<file path="src/rtl/cpu_common_pkg.sv">
// Shared CPU front-end definitions: instruction/pc widths, the fetch queue
// entry payload, and the default reset vector.
package cpu_common_pkg;

    localparam int unsigned INST_W     = 16;
    localparam int unsigned PC_W       = 16;
    localparam int unsigned DEF_ADDR_W = 16;

    localparam logic [PC_W-1:0] RESET_VECTOR_DEF = '0;

    // One buffered instruction and the word address it was fetched from.
    // pc is carried at full PC_W; narrower fetch units zero-extend into it.
    typedef struct packed {
        logic [INST_W-1:0] inst;
        logic [PC_W-1:0]   pc;
    } fetch_entry_t;

endpackage

</file>
<file path="src/rtl/fetch_queue.sv">
// Two-entry FIFO of fetched instructions.
// Ports:
//   clk, rst_async  : clock, asynchronous active-high reset
//   push, push_data : write one entry (never issued while full)
//   pop             : remove the head (never issued while empty)
//   flush           : drop all entries; has priority over push/pop
//   head            : oldest entry; holds its last value when empty
//   count           : number of valid entries, 0..2
module fetch_queue
    import cpu_common_pkg::*;
(
    input  logic         clk,
    input  logic         rst_async,
    input  logic         push,
    input  fetch_entry_t push_data,
    input  logic         pop,
    input  logic         flush,
    output fetch_entry_t head,
    output logic [1:0]   count
);

    fetch_entry_t tail;

    // Head/tail are kept as a shift pair so the head register only changes
    // when a new oldest entry exists; an empty queue keeps showing the last one.
    always_ff @(posedge clk or posedge rst_async) begin
        if (rst_async) begin
            head  <= '0;
            tail  <= '0;
            count <= 2'd0;
        end else if (flush) begin
            count <= 2'd0;
        end else begin
            if (pop && (count == 2'd2)) begin
                head <= tail;
            end
            if (push) begin
                if ((count == 2'd0) || ((count == 2'd1) && pop)) begin
                    head <= push_data;
                end else begin
                    tail <= push_data;
                end
            end
            count <= count + 2'(push) - 2'(pop);
        end
    end

endmodule

</file>
<file path="src/rtl/fetch.sv">
// Instruction fetch unit: drives a 1-cycle-latency instruction memory,
// buffers returned words in a 2-entry queue and hands them to decode with a
// valid/ready handshake. Supports redirect (flush + restart) and halt.
// Ports:
//   clk, rst_async              : clock, asynchronous active-high reset
//   mem_req, mem_addr           : read request (combinational) and its address
//   mem_rdata                   : read data, one cycle after an accepted request
//   inst, inst_pc, inst_valid   : queue head presented to decode
//   inst_ready                  : decode takes the head when inst_valid is high
//   redirect, redirect_addr     : discard all fetched/in-flight work, restart
//   halt                        : stop issuing new requests
module fetch
    import cpu_common_pkg::*;
#(
    parameter int unsigned       ADDR_W       = DEF_ADDR_W,
    parameter logic [ADDR_W-1:0] RESET_VECTOR = ADDR_W'(RESET_VECTOR_DEF)
) (
    input  logic              clk,
    input  logic              rst_async,
    output logic              mem_req,
    output logic [ADDR_W-1:0] mem_addr,
    input  logic [INST_W-1:0] mem_rdata,
    output logic [INST_W-1:0] inst,
    output logic [ADDR_W-1:0] inst_pc,
    output logic              inst_valid,
    input  logic              inst_ready,
    input  logic              redirect,
    input  logic [ADDR_W-1:0] redirect_addr,
    input  logic              halt
);

    logic [ADDR_W-1:0] fetch_pc;
    logic [ADDR_W-1:0] inflight_pc_q;
    logic              inflight_q;
    logic [1:0]        count;
    logic [2:0]        credits_used;
    logic              take;
    logic              push;
    logic              issue;
    fetch_entry_t      head;
    fetch_entry_t      push_entry;

    assign inst_valid = (count != 2'd0);

    // A redirect cycle ignores the consumer: the queue is flushed anyway.
    assign take = inst_valid & inst_ready & ~redirect;

    // Buffered plus in-flight words, net of this cycle's take, must leave room
    // for the response of a new request so the queue can never overflow.
    assign credits_used = 3'(count) + 3'(inflight_q) - 3'(take);
    assign issue        = ~rst_async & ~halt & ~redirect & (credits_used < 3'd2);

    assign mem_req  = issue;
    assign mem_addr = fetch_pc;

    // A response landing in a redirect cycle belongs to the old stream.
    assign push       = inflight_q & ~redirect;
    assign push_entry = '{inst: mem_rdata, pc: PC_W'(inflight_pc_q)};

    assign inst    = head.inst;
    assign inst_pc = ADDR_W'(head.pc);

    // Fetch pointer and in-flight tracking.
    always_ff @(posedge clk or posedge rst_async) begin
        if (rst_async) begin
            fetch_pc      <= RESET_VECTOR;
            inflight_q    <= 1'b0;
            inflight_pc_q <= '0;
        end else if (redirect) begin
            fetch_pc   <= redirect_addr;
            inflight_q <= 1'b0;
        end else begin
            inflight_q <= issue;
            if (issue) begin
                fetch_pc      <= fetch_pc + ADDR_W'(1);
                inflight_pc_q <= fetch_pc;
            end
        end
    end

    fetch_queue u_queue (
        .clk       (clk),
        .rst_async (rst_async),
        .push      (push),
        .push_data (push_entry),
        .pop       (take),
        .flush     (redirect),
        .head      (head),
        .count     (count)
    );

endmodule
</file>
<file path="config.mk">
export PLATFORM = sky130hd
export DESIGN_NAME = fetch
export DESIGN_NICKNAME = d
export VERILOG_FILES = /design/src/rtl/cpu_common_pkg.sv /design/src/rtl/fetch_queue.sv /design/src/rtl/fetch.sv
export SDC_FILE = /design/constraint.sdc
export NUM_CORES = 1
export LEC_CHECK = 0
export CAP_MARGIN = 30
export CORE_MARGIN = 2
export CORE_UTILIZATION = 30
export CTS_CLUSTER_SIZE = 28
export DETAILED_ROUTE_END_ITERATION = 6
export PLACE_DENSITY = 0.62
export SYNTH_ARGS = -nofsm -noshare
export SYNTH_HDL_FRONTEND = slang
export SYNTH_SLANG_ARGS = --single-unit
</file>
<file path="constraint.sdc">
create_clock -name clk -period 6 [get_ports clk]
set_clock_uncertainty 0.1 [all_clocks]
set_input_delay 1.2 -clock clk [delete_from_list [all_inputs] [get_ports clk]]
set_output_delay 1.2 -clock clk [all_outputs]
set_load 0.02 [all_outputs]
</file>
==> results.toml <==
[outcome]
outcome = "complete, no violations"

[worst_setup_path]
worstRegToRegCells = 10
end_kind = "output pin"
crit_path_max_fanout = 28
crit_buf_inv = 4
r2r-end = "mem_addr[11]"
crit_chain = "clkdlybuf4s50_1 > buf_4 > o21ai_0 > nand2_1 > nand2_1 > fa_1 > nor4b_4 > nand2_1 > inv_1 > clkdlybuf4s50_1"
crit_type = "in2out"
reg2reg_slack_ns = 2.78
critical_path.max_stage_delay_ns = 0.61
cp.arrival_ns = 3.95
required_ns = 4.70
reg2reg_from = "u_queue.count[1]"
crit_family = "buffers and inverters"
cpMostUsedCell = "nand2_1"
startpoint_type = "input pin"
cp_slowest_cell = "clkdlybuf4s50_1"

[global_route]
grt_pass1_vias = 3316
antenna_found_initial = 0
grt_usage_pct = 13.9
grt_overflow = 0
grt_max_degree = 72
grt_first_pass_wirelength_mm = 17.4

[final_layout]
drive_gt1_share_pct = 12.8
n_antenna_cell = 0
final_nets = 527
layout_common_cells = "dfrtp_1 (99), nand2_1 (86), clkdlybuf4s50_1 (86)"
final_cell_area_um2 = 5870
final_util_pct = 40.4
area_delta_synth_final_pct = 31.5
layout_commonest_cell = "dfrtp_1"

[routing]
drc = 0
viasPerCell = 4.90
wl_mm = 10.4
vias = 3308
ant_nets = 0
drt-pass1-iter-count = 4
drt-initial-drc-count = 208
wire_per_inst_um = 15.5

[synth]
ys.warnings.count = 0
ys_seq_area_share_pct = 55.5
synth-seq-cells = 99
syn_inst = 405
async_reset_ff_share_pct = 100
ys_types = 45
synth.cell_area_um2 = 4470
synth_area_per_cell_um2 = 11.0
synth_edf_count = 0
syn-num-nets = 446
synth-main-ff-cell = "dfrtp_1"

[cts]
htreeDepth = 3
cts.sinks = 99
ctsHoldBuffers = 0
clk_latency_ns = 0.34
clk_pin_slew_ns = 0.06
cts-root-buf = "clkbuf_16"
cts-buffers-inserted = 9
post_cts_buffers = 0
cts_tree = "yes"
cts_buffer_depth = 2
cts_resized = 0

[worst_hold_path]
holdPathEnd = "inflight_pc_q[9]"
whs_path_depth = 2
holdCritStartpoint = "inflight_pc_q[9]"
hold_path_class = "reg2reg"

[power]
p_seq_share_pct = 44.6
power.switching_w = 0.000506
combinationalPowerShare_pct = 20.3
ir_drop_v = 0.000117
p_leak_nw = 2.54
p_int_w = 0.00137
powerDensity_nw_per_um2 = 320
clockPowerShare_pct = 35.1
swShare_pct = 26.9

[timing]
rsz0062_at_grt = "no"
finalHoldViolations = 0
holdWs_ns = 0.399
setup_tns_ns = 0
drv_slew = 0
setup_violations = 0
tightest_slew_ns = 0.877
fin_crit_ns = 5.25
fin_crit_sh_pct = 87.5
timing.slew.headroom_pct = 41.5
fmax_mhz = 190

[die]
die_x_um = 126
chipHeight_um = 126
ios = 87
start_util_pct = 30.7
core-area_um2 = 14500
rows = 44
dieArea_um2 = 15900

[run]
cap_viol_max_count = 0

[placed_design]
io_buffers = 86
dp.final_hpwl_mm = 6.94
place_congestion = 0.800
placed_area_um2 = 5530
## flip-flops by register name, indices dropped and copies added, names as in the netlist
signal and cells:
inflight_q 1, u_queue.count 2, inflight_pc_q 16, mem_addr 16, u_queue.head 32, u_queue.tail 32
## how the worst max path moves through the flow
| stage | to | depth (start not counted) | from |
|---|---|---|---|
| floorplan | mem_req | 13 | redirect |
| finish | mem_req | 10 | redirect |
| detailed placement | mem_req | 10 | redirect |
| global placement | mem_req | 10 | redirect |
| global route | mem_req | 10 | redirect |
| CTS | mem_req | 10 | redirect |
## cell type report
class	instances	area, um^2
clock inverters	5	100
flip-flops and latches	99	2480
multi-input cells	272	1860
fillers	1453	8660
well taps	184	230
clock buffers	11	243
inverters	11	43.8
repair buffers	93	913
## power by group through the flow
stage	combinational [W]	clock, W	sequential (W)
2_1_floorplan	0.000119	0	0.000913
3_3_place_gp	0.000381	0	0.000848
3_5_place_dp	0.000387	0	0.000852
4_1_cts	0.000388	0.000684	0.000840
5_1_grt	0.000415	0.000712	0.000854
6_report	0.000381	0.000660	0.000838
## per-stage QoR
stage	total power, W	std cells	setup WS, ns
6_report	0.00188	675	0.748
3_5_place_dp	0.00124	659	0.718
4_1_cts	0.00191	675	0.717
3_3_place_gp	0.00123	659	0.756
2_1_floorplan	0.00103	405	1.17
5_1_grt	0.00198	675	0.525
## cell usage after synthesis (2+ instances only)
| cell type | number | share of area, % |
|---|---|---|
| xnor2_1 | 3 | 0.59 |
| clkbuf_1 | 11 | 0.92 |
| a22oi_1 | 4 | 0.67 |
| a221o_1 | 4 | 0.90 |
| buf_2 | 8 | 0.90 |
| inv_1 | 11 | 0.92 |
| mux2_2 | 32 | 8.1 |
| nand2_1 | 86 | 7.2 |
| nor2b_1 | 3 | 0.42 |
| buf_4 | 3 | 0.50 |
| nor3_1 | 4 | 0.45 |
| or4_1 | 2 | 0.34 |
| mux2i_1 | 35 | 7.8 |
| dfrtp_1 | 99 | 55 |
| or3_1 | 3 | 0.42 |
| ha_1 | 3 | 0.84 |
| nor4_1 | 2 | 0.28 |
| o311ai_0 | 2 | 0.39 |
| and3_1 | 2 | 0.28 |
| nand4_1 | 6 | 0.84 |
| a21o_1 | 4 | 0.67 |
| nor2_1 | 5 | 0.42 |
| a21oi_1 | 2 | 0.22 |
| o21ai_0 | 40 | 4.5 |
| nand3_1 | 11 | 1.2 |
## cell families (layout without fill, tap and decap cells)
group                    after synthesis  count (layout)  synth area share (%)
AND/OR/NAND/NOR                      133             133                  14.3
flip-flops                            99              99                  55.5
multiplexers                          67              67                  15.9
AO/OA/AOI/OAI                         64              64                  8.74
buffers and inverters                 34             120                  3.50
adder cells (fa/ha/maj)                4               4                  1.29
XOR/XNOR                               4               4                 0.785
## worst min-delay path, delay by kind of cell, from the launching register on
kind	cells	cell delay, ns
flip-flops	1	0.36
AND/OR/NAND/NOR	2	0.11
## routing by layer
| metal | global-route usage [%] | vias up | share of wire [%] |
|---|---|---|---|
| li1 | - | 1571 | - |
| met1 | 19.3 | 1651 | 48 |
| met2 | 20.6 | 71 | 45 |
| met3 | 3.91 | 15 | 4.5 |
| met4 | 5.82 | 0 | 2.3 |
| met5 | 0 | - | 0 |
Note: power is estimated with default switching activity, not from simulation.
